`config.mk`:
```
export PLATFORM = sky130hd
export DESIGN_NAME = multi_ball_engine
export DESIGN_NICKNAME = d
export VERILOG_FILES = /design/src/rtl/multi_ball_engine.sv
export SDC_FILE = /design/constraint.sdc
export NUM_CORES = 1
export LEC_CHECK = 0
export ABC_AREA = 1
export CAP_MARGIN = 20
export CORE_MARGIN = 2
export CORE_UTILIZATION = 40
export CTS_BUF_LIST = sky130_fd_sc_hd__clkbuf_4
export CTS_CLUSTER_DIAMETER = 200
export DETAILED_ROUTE_END_ITERATION = 6
export DONT_BUFFER_PORTS = 1
export MAX_ROUTING_LAYER = met4
export PLACE_DENSITY = 0.53
export SETUP_SLACK_MARGIN = 0.1
export SLEW_MARGIN = 10
export SYNTH_ARGS = -nofsm -noshare
export SYNTH_HDL_FRONTEND = slang
export SYNTH_SLANG_ARGS = --single-unit
export TNS_END_PERCENT = 20
```
`constraint.sdc`:
```
create_clock -name clk -period 6 [get_ports clk]
set_input_delay 1.2 -clock clk [delete_from_list [all_inputs] [get_ports clk]]
set_output_delay 1.2 -clock clk [all_outputs]
set_load 0.05 [all_outputs]
```
`src/rtl/multi_ball_engine.sv`:
```
// Multi-ball pong engine: advances N balls once per frame strobe, resolves
// wall, paddle and miss events, keeps score, ramps speed and runs the
// IDLE/PLAY/OVER game sequence. All state moves only on refresh_tick.
module multi_ball_engine #(
    parameter int NUM_BALLS   = 3,
    parameter int BALL_SIZE   = 8,
    parameter int SCREEN_W    = 640,
    parameter int SCREEN_H    = 480,
    parameter int TOP_MARGIN  = 25,
    parameter int PADDLE_H    = 72,
    parameter int PADDLE_W    = 8,
    parameter int PADDLE_L_X  = 32,
    parameter int PADDLE_R_X  = 600,
    parameter int SPEED_MIN   = 2,
    parameter int SPEED_MAX   = 5,
    parameter int RAMP_TICKS  = 600,
    parameter int SERVE_TICKS = 60,
    parameter int WIN_SCORE   = 5
) (
    input  logic                    clk,
    input  logic                    reset_n,
    input  logic                    refresh_tick,
    input  logic                    start,
    input  logic                    pause,
    input  logic [9:0]              paddle1_y,
    input  logic [9:0]              paddle2_y,
    output logic [10*NUM_BALLS-1:0] ball_x,
    output logic [10*NUM_BALLS-1:0] ball_y,
    output logic [NUM_BALLS-1:0]    ball_active,
    output logic [3:0]              score_p1,
    output logic [3:0]              score_p2,
    output logic [3:0]              speed,
    output logic [1:0]              state,
    output logic [1:0]              winner,
    output logic                    point_p1,
    output logic                    point_p2,
    output logic                    game_over
);

    typedef enum logic [1:0] {
        IDLE = 2'd0,
        PLAY = 2'd1,
        OVER = 2'd2
    } game_state_t;

    localparam int SERVE_W = $clog2(SERVE_TICKS + 1);
    localparam int RAMP_W  = $clog2(RAMP_TICKS + 1);

    // Geometry in the 11-bit domain used for all position arithmetic
    localparam logic [10:0] SIZE11     = 11'(BALL_SIZE);
    localparam logic [10:0] WIDTH11    = 11'(SCREEN_W);
    localparam logic [10:0] TOP11      = 11'(TOP_MARGIN);
    localparam logic [10:0] BOTTOM11   = 11'(SCREEN_H - BALL_SIZE);
    localparam logic [10:0] LFACE11    = 11'(PADDLE_L_X + PADDLE_W);
    localparam logic [10:0] RFACE11    = 11'(PADDLE_R_X);
    localparam logic [10:0] PADH11     = 11'(PADDLE_H);

    // Positions a ball is snapped to when it bounces
    localparam logic [9:0]  TOP10      = 10'(TOP_MARGIN);
    localparam logic [9:0]  BOTTOM10   = 10'(SCREEN_H - BALL_SIZE);
    localparam logic [9:0]  LSTOP10    = 10'(PADDLE_L_X + PADDLE_W);
    localparam logic [9:0]  RSTOP10    = 10'(PADDLE_R_X - BALL_SIZE);
    localparam logic [9:0]  SPAWN_X    = 10'(SCREEN_W / 2 - BALL_SIZE / 2);

    localparam logic [4:0]  WIN5       = 5'(WIN_SCORE);
    localparam logic [3:0]  WIN4       = 4'(WIN_SCORE);
    localparam logic [3:0]  SPEED_LO   = 4'(SPEED_MIN);
    localparam logic [3:0]  SPEED_HI   = 4'(SPEED_MAX);
    localparam logic [SERVE_W-1:0] SERVE_LOAD = SERVE_W'(SERVE_TICKS);
    localparam logic [SERVE_W-1:0] SERVE_ONE  = SERVE_W'(1);
    localparam logic [RAMP_W-1:0]  RAMP_LAST  = RAMP_W'(RAMP_TICKS - 1);
    localparam logic [RAMP_W-1:0]  RAMP_ONE   = RAMP_W'(1);

    // Balls are spread evenly down the playfield below the top wall
    function automatic logic [9:0] spawn_y(input int idx);
        return 10'(TOP_MARGIN + (idx + 1) * ((SCREEN_H - TOP_MARGIN) / (NUM_BALLS + 1)));
    endfunction

    // Even balls start heading left and down, odd balls right and up
    function automatic logic spawn_down(input int idx);
        return (idx % 2) == 0;
    endfunction

    game_state_t          state_q;
    logic [9:0]           pos_x     [NUM_BALLS];
    logic [9:0]           pos_y     [NUM_BALLS];
    logic [NUM_BALLS-1:0] dir_right;
    logic [NUM_BALLS-1:0] dir_down;
    logic [SERVE_W-1:0]   serve_cnt [NUM_BALLS];
    logic [RAMP_W-1:0]    ramp_cnt;

    logic [9:0]           next_x    [NUM_BALLS];
    logic [9:0]           next_y    [NUM_BALLS];
    logic [NUM_BALLS-1:0] next_right;
    logic [NUM_BALLS-1:0] next_down;
    logic [NUM_BALLS-1:0] miss_left;
    logic [NUM_BALLS-1:0] miss_right;
    logic [10:0]          step;
    logic [10:0]          p1_top;
    logic [10:0]          p2_top;
    logic [3:0]           misses_left;
    logic [3:0]           misses_right;
    logic [4:0]           sum_p1;
    logic [4:0]           sum_p2;
    logic [3:0]           new_score_p1;
    logic [3:0]           new_score_p2;
    logic                 ramp_wrap;
    logic [3:0]           next_speed;

    assign state = state_q;

    for (genvar g = 0; g < NUM_BALLS; g++) begin : g_pack
        assign ball_x[10*g +: 10] = pos_x[g];
        assign ball_y[10*g +: 10] = pos_y[g];
    end

    // Candidate next position and direction of every ball, in priority order miss, paddle, free move
    always_comb begin
        step   = {7'd0, speed};
        p1_top = {1'b0, paddle1_y} + TOP11;
        p2_top = {1'b0, paddle2_y} + TOP11;
        for (int i = 0; i < NUM_BALLS; i++) begin
            next_x[i]     = pos_x[i];
            next_y[i]     = pos_y[i];
            next_right[i] = dir_right[i];
            next_down[i]  = dir_down[i];
            miss_left[i]  = 1'b0;
            miss_right[i] = 1'b0;

            if (!dir_right[i] && ({1'b0, pos_x[i]} < step)) begin
                miss_left[i] = 1'b1;
            end else if (dir_right[i] && ({1'b0, pos_x[i]} + SIZE11 + step > WIDTH11)) begin
                miss_right[i] = 1'b1;
            end else if (!dir_right[i]
                         && ({1'b0, pos_x[i]} >= LFACE11)
                         && ({1'b0, pos_x[i]} - step < LFACE11)
                         && ({1'b0, pos_y[i]} + SIZE11 > p1_top)
                         && ({1'b0, pos_y[i]} < p1_top + PADH11)) begin
                next_x[i]     = LSTOP10;
                next_right[i] = 1'b1;
            end else if (dir_right[i]
                         && ({1'b0, pos_x[i]} + SIZE11 <= RFACE11)
                         && ({1'b0, pos_x[i]} + SIZE11 + step > RFACE11)
                         && ({1'b0, pos_y[i]} + SIZE11 > p2_top)
                         && ({1'b0, pos_y[i]} < p2_top + PADH11)) begin
                next_x[i]     = RSTOP10;
                next_right[i] = 1'b0;
            end else if (dir_right[i]) begin
                next_x[i] = 10'({1'b0, pos_x[i]} + step);
            end else begin
                next_x[i] = 10'({1'b0, pos_x[i]} - step);
            end

            if (!dir_down[i] && ({1'b0, pos_y[i]} < TOP11 + step)) begin
                next_y[i]    = TOP10;
                next_down[i] = 1'b1;
            end else if (dir_down[i] && ({1'b0, pos_y[i]} + step > BOTTOM11)) begin
                next_y[i]    = BOTTOM10;
                next_down[i] = 1'b0;
            end else if (dir_down[i]) begin
                next_y[i] = 10'({1'b0, pos_y[i]} + step);
            end else begin
                next_y[i] = 10'({1'b0, pos_y[i]} - step);
            end
        end
    end

    // Tally this frame's misses per side and derive saturated scores and the next speed
    always_comb begin
        misses_left  = 4'd0;
        misses_right = 4'd0;
        for (int i = 0; i < NUM_BALLS; i++) begin
            misses_left  = misses_left  + 4'(ball_active[i] & miss_left[i]);
            misses_right = misses_right + 4'(ball_active[i] & miss_right[i]);
        end
        sum_p1       = {1'b0, score_p1} + {1'b0, misses_right};
        sum_p2       = {1'b0, score_p2} + {1'b0, misses_left};
        new_score_p1 = (sum_p1 >= WIN5) ? WIN4 : sum_p1[3:0];
        new_score_p2 = (sum_p2 >= WIN5) ? WIN4 : sum_p2[3:0];
        ramp_wrap    = (ramp_cnt == RAMP_LAST);
        next_speed   = (speed == SPEED_HI) ? SPEED_LO : speed + 4'd1;
    end

    // Game FSM and all frame-advanced state; point pulses self-clear on the following cycle
    always_ff @(posedge clk or negedge reset_n) begin
        if (!reset_n) begin
            state_q     <= IDLE;
            score_p1    <= 4'd0;
            score_p2    <= 4'd0;
            speed       <= SPEED_LO;
            winner      <= 2'b00;
            point_p1    <= 1'b0;
            point_p2    <= 1'b0;
            game_over   <= 1'b0;
            ramp_cnt    <= '0;
            ball_active <= '1;
            for (int i = 0; i < NUM_BALLS; i++) begin
                pos_x[i]     <= SPAWN_X;
                pos_y[i]     <= spawn_y(i);
                dir_right[i] <= ~spawn_down(i);
                dir_down[i]  <= spawn_down(i);
                serve_cnt[i] <= '0;
            end
        end else begin
            point_p1 <= 1'b0;
            point_p2 <= 1'b0;
            if (refresh_tick) begin
                case (state_q)
                    IDLE: begin
                        if (start) begin
                            state_q     <= PLAY;
                            score_p1    <= 4'd0;
                            score_p2    <= 4'd0;
                            winner      <= 2'b00;
                            ramp_cnt    <= '0;
                            speed       <= SPEED_LO;
                            ball_active <= '1;
                            for (int i = 0; i < NUM_BALLS; i++) begin
                                pos_x[i]     <= SPAWN_X;
                                pos_y[i]     <= spawn_y(i);
                                dir_right[i] <= ~spawn_down(i);
                                dir_down[i]  <= spawn_down(i);
                                serve_cnt[i] <= '0;
                            end
                        end
                    end
                    PLAY: begin
                        if (!pause) begin
                            for (int i = 0; i < NUM_BALLS; i++) begin
                                if (ball_active[i]) begin
                                    if (miss_left[i] || miss_right[i]) begin
                                        ball_active[i] <= 1'b0;
                                        serve_cnt[i]   <= SERVE_LOAD;
                                        pos_x[i]       <= SPAWN_X;
                                        pos_y[i]       <= spawn_y(i);
                                        dir_down[i]    <= spawn_down(i);
                                    end else begin
                                        pos_x[i]     <= next_x[i];
                                        pos_y[i]     <= next_y[i];
                                        dir_right[i] <= next_right[i];
                                        dir_down[i]  <= next_down[i];
                                    end
                                end else if (serve_cnt[i] == SERVE_ONE) begin
                                    ball_active[i] <= 1'b1;
                                    serve_cnt[i]   <= '0;
                                    pos_x[i]       <= SPAWN_X;
                                    pos_y[i]       <= spawn_y(i);
                                end else if (serve_cnt[i] != '0) begin
                                    serve_cnt[i] <= serve_cnt[i] - SERVE_ONE;
                                end
                            end
                            score_p1 <= new_score_p1;
                            score_p2 <= new_score_p2;
                            point_p1 <= (misses_right != 4'd0);
                            point_p2 <= (misses_left != 4'd0);
                            if (ramp_wrap) begin
                                ramp_cnt <= '0;
                                speed    <= next_speed;
                            end else begin
                                ramp_cnt <= ramp_cnt + RAMP_ONE;
                            end
                            if ((new_score_p1 == WIN4) || (new_score_p2 == WIN4)) begin
                                state_q   <= OVER;
                                game_over <= 1'b1;
                                winner    <= {new_score_p2 == WIN4, new_score_p1 == WIN4};
                            end
                        end
                    end
                    OVER: begin
                        if (start) begin
                            state_q   <= IDLE;
                            game_over <= 1'b0;
                        end
                    end
                    default: begin
                        state_q   <= IDLE;
                        game_over <= 1'b0;
                    end
                endcase
            end
        end
    end

endmodule
```
==> metrics.cfg, run 1 <==
[placement]
dpl.cell_count = 2795
numPortBuffers = 0
hpwl_microns = 39300
place.gp.congestion = 0.937
postPlaceCellArea_sq_um = 15600

[cells_and_area]
final_cell_area_sq_um = 15900
final_nets = 2547
fin_cells = 2828
seqCellArea_sq_um = 2950
layout-area-overhead-vs-synth_pct = 5.38
nFillCells = 4003
fin_util = 0.425
multi_input_area_sq_um = 10800
layout-drive-gt1-share = 0.0661

[routing]
drtIter0Drc = 1036
wire_per_inst_microns = 18.0
drt_pass1_iterations = 7
via_count = 15200
detail-route-antenna-nets = 0
wirelength_microns = 50900
drc = 1
viasPerCell = 5.37

[worst_setup_path]
r2r_end = state[1]$_DFFE_PN0P_
cp_common_cell = nand2_1
cp-end-kind = flop
slowest_stage = dfstp_2
startpoint_type = flop
path_buf_inv = 5
cp_max_fo = 12
worst-r2r-cell-count = 27
worstPathRequired_ps = 6500
r2r_start = ball_x[3]$_DFFE_PN1P_
criticalPathCategory = flop to flop
critPathTopFamily = simple AND/OR/NAND/NOR gates
arrival_ps = 5440
critPathMaxStageDelay_ps = 860
rrSetupSlack_ps = 1060

[run]
max-cap-violations = 0

[sta]
rsz0062_at_grt = false
setup_viol = 0
fin_crit_sh = 0.823
setup-tns-final_ps = 0
tightest_slew_ps = 1010
period_minus_slack_ps = 4940
max_freq_mhz = 202
slew_viol_final = 0
finalClockSkew_ps = 22.2
hold_viol = 0
relSlewSlack = 0.328
whs_ps = 302

[floorplan]
die_area_sq_um = 39300
dieHeight_microns = 198
start_util = 0.403
die_x_microns = 198
num_rows = 71
io-pin-count = 107
core_area_sq_um = 37400

[synth]
ys_warn_count = 0
synth_top_area_share = 0.169
netlist_area_sq_um = 15100
yosysMostFrequentCell = nand2_1
yosys.cell_types.count = 67
synth_flop_cell = dfrtp_1
synth_async_sr_flop_share = 1.00
yosysSeqAreaShare = 0.196
syn_nets = 2563
netlist_top_cells_count = nand2_1 (632), nor2_1 (271), inv_1 (257)
postSynthCellCount = 2319
ys_ff_latch = 116
synth_top_cells_by_area = ha_1 (17%), nand2_1 (16%), dfrtp_1 (13%)
synth_edf_count = 0
avgSynthCellArea_sq_um = 6.50
synth_top_cell_by_area = ha_1

[clock_network]
cts_sinks = 116
cts_made_buffers = 17
clockRootBuffer = clkbuf_4
hold_buffers = 0
insertion_delay_ps = 610
clk_pin_slew_ps = 130
post_cts_resized = 0
cts_tree = done
htreeDepth = 4
cts.path.max_buffers = 2
post_cts_buffers = 0

[pwr]
p_per_area_nw_per_um2 = 439
leakage_nw = 8.23
vdd_drop_max_v = 0.000259

[worst_hold_path]
min_path_type = input pin to asynchronous set/reset pin

[global_routing]
grt_pass1_vias = 14200
grt_antenna_before_repair = 1
grt_start_max_net_pins = 117
track_usage = 0.270
gr-total-overflow = 0
grt_first_pass_wirelength_microns = 79400

[status]
violations = DRC
status = complete, but fails checks

sequential cells by signal (all words and copies together) (netlist names):
| signal | cells |
|---|---|
| ball_active | 3 |
| state | 2 |
| ball_x | 30 |
| serve_cnt | 18 |
| winner | 2 |
| ramp_cnt | 10 |
| game_over | 1 |
| dir_right | 3 |
| score_p1 | 4 |
| dir_down | 3 |
| score_p2 | 4 |
| ball_y | 30 |
| speed | 4 |
| point_p2 | 1 |
| point_p1 | 1 |
per-layer routing:
layer | wire length (microns) | up-vias | track usage
li1 | - | 7638 | -
met1 | 23400 | 7036 | 0.348
met2 | 23300 | 443 | 0.429
met3 | 3170 | 67 | 0.0533
met4 | 1090 | 0 | 0.0755
met5 | 0 | - | -
stage by stage:
stage	setup slack (ps)	total power [mW]
2_1_floorplan	1340	5.08
3_3_place_gp	1270	6.25
3_5_place_dp	1120	6.28
4_1_cts	1080	6.98
5_1_grt	583	7.69
6_report	1060	6.97
area by class of cell:
cell class                      instances  share of cell area
Antenna cell                            1            0.000158
Clock inverter                         15              0.0114
Inverter                              269              0.0636
Timing Repair Buffer                   18             0.00851
Tap cell                              511              0.0403
Sequential cell                       116               0.186
Multi-Input combinational cell       1881               0.682
Clock buffer                           17             0.00803
worst max-delay path by stage:
stage                                startpoint                    to  slack (ps)  cells past startpoint
final                     ball_x[3]$_DFFE_PN1P_  state[1]$_DFFE_PN0P_        1060                     27
after global routing      ball_x[3]$_DFFE_PN1P_  state[1]$_DFFE_PN0P_         580                     30
after CTS                 ball_x[3]$_DFFE_PN1P_  state[1]$_DFFE_PN0P_        1080                     27
after detailed placement  ball_x[3]$_DFFE_PN1P_  state[1]$_DFFE_PN0P_        1120                     27
after global placement    ball_x[3]$_DFFE_PN1P_  state[1]$_DFFE_PN0P_        1270                     27
after floorplan            speed[1]$_DFFE_PN1P_  state[1]$_DFFE_PN0P_        1340                     28
cell families after synthesis:
family / count (synthesis) / share of synthesized area
buf+inv: 322 / 0.0854
compound gates: 357 / 0.133
flops: 116 / 0.196
fa+ha+maj: 219 / 0.190
simple gates: 1229 / 0.351
xor+xnor: 76 / 0.0452
report_power, final:
group / total (mW) / internal, mW / switching, mW
sequential: 1.82 / 1.01 / 0.815
clock: 0.659 / 0.291 / 0.368
combinational: 4.49 / 1.52 / 2.97
layout by cell type (no fill, tap or decap), types with 6 or more instances in the layout:
cell type  instances
a21oi_1          148
a31oi_1           15
buf_4             18
clkbuf_4          17
dfrtp_1           79
dfstp_2           37
fa_1              16
ha_1             203
inv_1            257
inv_2              8
nand2_1          632
nand2_2           12
nand3_1          181
nand3b_1          10
nand4_1           50
nor2_1           270
nor2_2            10
nor3_1            29
o211ai_1           9
o21ai_0          104
o21ai_1           21
o21ai_2            6
o22ai_1           13
or2_2              8
xnor2_1           15
xor2_1            59
Note: power is estimated with default switching activity, not from simulation.
==> run 2: changes to the inputs <==
--- a/config.mk
+++ b/config.mk
@@ -14,7 +14,7 @@
 export DETAILED_ROUTE_END_ITERATION = 6
 export DONT_BUFFER_PORTS = 1
 export MAX_ROUTING_LAYER = met4
-export PLACE_DENSITY = 0.53
+export PLACE_DENSITY = 0.55
 export SETUP_SLACK_MARGIN = 0.1
 export SLEW_MARGIN = 10
 export SYNTH_ARGS = -nofsm -noshare
==> constraint.sdc (replaced) <==
create_clock -name clk -period 4.3 [get_ports clk]
set_input_delay 0.86 -clock clk [delete_from_list [all_inputs] [get_ports clk]]
set_output_delay 0.86 -clock clk [all_outputs]
set_load 0.05 [all_outputs]
==> run 2 against run 1 <==
Effect of this change: the flow now finishes without violations; cell count rose by 4.4%; sequential share of layout area fell by 1.2 points; global-route usage rose by 1.5 points; final area rose by 7.3%; fmax rose by 16%; critical endpoint is now game_over$_DFFE_PN0P_; largest power group unchanged; highest routed layer unchanged.
==> metrics.cfg, run 2 (synthesis gave the netlist of run 1 again) <==
[cells_and_area]
fin_cells = 2952
seqCellArea_sq_um = 2960
multi_input_area_sq_um = 11000
fin_util = 0.456
layout-drive-gt1-share = 0.132
nFillCells = 3945
final_common_cell = nand2_1
final_nets = 2671
layout_common_cells = nand2_1 (612), nor2_1 (266), inv_1 (250)
layout-area-overhead-vs-synth_pct = 13.1

[placement]
place.gp.congestion = 0.963
hpwl_microns = 41500
pre_cts_ws_ps = -59.5
numPortBuffers = 0
dpl.cell_count = 2909

[sta]
slew_viol_final = 0
relSlewSlack = 0.360
max_freq_mhz = 235
whs_ps = 48.4
finalClockSkew_ps = 36.9
period_minus_slack_ps = 4260
rsz0062_at_grt = true
tightest_slew_ps = 959
layout_setup_ws_ps = 44.8
fin_crit_sh = 0.990
hold_viol = 0
setup_viol = 0

[floorplan]
io-pin-count = 107
core_area_sq_um = 37400
num_rows = 71
start_util = 0.403
die_x_microns = 198
dieHeight_microns = 198
die_area_sq_um = 39300

[global_routing]
grt_antenna_before_repair = 1
use_met2 = 0.453
track_usage = 0.285
busiest_layer = met2
grt_pass1_vias = 15100
gr-total-overflow = 0
grt_first_pass_wirelength_microns = 84200
grt_use_met3 = 0.0451
grt_start_max_net_pins = 80
gr-usage-met1 = 0.377

[worst_setup_path]
criticalPathCategory = flop to flop
worst-r2r-cell-count = 24
worstPathRequired_ps = 4820
cp_max_fo = 3
startpoint_type = flop
cp-end-kind = flop
arrival_ps = 4780

[pwr]
p_per_area_nw_per_um2 = 614
clockPowerShare = 0.096
leakage_nw = 8.81
finalPower_mw = 10.5
combPwrFrac = 0.708
vdd_drop_max_v = 0.000328
seq_power_share = 0.195
p_sw_mw = 6.06
switching_share = 0.579
p_int_mw = 4.40

[clock_network]
clk_pin_slew_ps = 160
htreeDepth = 4
insertion_delay_ps = 640
cts.path.max_buffers = 2
cts_made_buffers = 17
cts_tree = done
clockRootBuffer = clkbuf_4
cts_sinks = 116

[routing]
drtIter0Drc = 1358
drc = 0
wire_per_inst_microns = 18.2
wirelength_microns = 53700
viasPerCell = 5.40
detail-route-antenna-nets = 0
drt_pass1_iterations = 6
via_count = 15900

[run]
max-cap-violations = 0

[worst_hold_path]
min_path_type = input pin to asynchronous set/reset pin

[status]
status = completed

==> run 2: cell count changes in the layout (fill, tap and decap cells not counted), sizes merged <==
cell,previous run,this run
clkinvlp,2,3
inv,267,272
buf,18,140
dlygate4sd3,0,2
clkinv,12,6
==> run 2: layout make-up <==
type,count,area share
clock inverters,15,0.0113
inverters,269,0.0594
clock buffers,17,0.00749
well taps,511,0.0375
diodes,1,0.000147
multi-input cells,1881,0.645
flip-flops and latches,116,0.173
repair buffers,142,0.0657
==> run 2: routing by layer <==
metal  share of wire  wire, microns
met5               0              0
met4           0.023           1230
met3           0.061           3260
met2            0.46          24600
met1            0.46          24700
==> run 2: timing repair <==
| action | 4_1_cts | 5_1_grt |
|---|---|---|
| pin swaps | 8 | 20 |
| setup buffers | 4 | 3 |
| resized for setup | 14 | 30 |
| endpoints found under the setup margin | 7 | 10 |
| hold endpoints to repair | 79 | 0 |
| hold buffers | 3 | 0 |
==> run 2: path summary, 6_finish.rpt <==
path                                              to                      start  slack (ps)
setup / recovery               game_over$_DFFE_PN0P_       speed[1]$_DFFE_PN1P_          40
hold / removal                 ball_y[3]$_DFFE_PN1P_                    reset_n          50
setup reg to reg               game_over$_DFFE_PN0P_       speed[1]$_DFFE_PN1P_          40
hold reg to reg            serve_cnt[13]$_DFFE_PN0P_  serve_cnt[13]$_DFFE_PN0P_         510
max in group asynchronous     ball_y[25]$_DFFE_PN1P_                    reset_n        3480
min in group clk               game_over$_DFFE_PN0P_               refresh_tick         490
==> run 2: power by group through the flow <==
stage / logic, mW / clock network (mW) / registers, mW
final: 7.41 / 1.01 / 2.05
after global routing: 8.33 / 1.07 / 2.10
after CTS: 7.33 / 1.04 / 2.05
after detailed placement: 7.21 / 0 / 2.07
after global placement: 7.14 / 0 / 2.06
after floorplan: 4.77 / 0 / 2.35
==> run 2: critical path, cell delays in order, from the launching register on <==
cell and delay (ps):
dfstp_4 670, clkinvlp_4 110, buf_12 150, ha_4 210, inv_2 50, nand2_2 40
nand2_2 80, nand3_2 80, nand2_4 80, nand3_2 90, o21ai_1 170, nand2_2 80
nand3_1 120, nand4_1 190, fa_1 650, inv_2 60, ha_4 160, fa_2 560
nor2_2 40, nand2_1 80, nand2_2 70, nand2_2 60, nand4_1 120, o21ai_1 140
nand2_1 60
==> run 2: through the flow <==
stage               TNS, ps  area (sq um)
floorplan              -272         15100
global placement          0         16500
detailed placement    -81.7         16500
CTS                   -34.8         16900
finish                    0         17000
global route           -788         17000
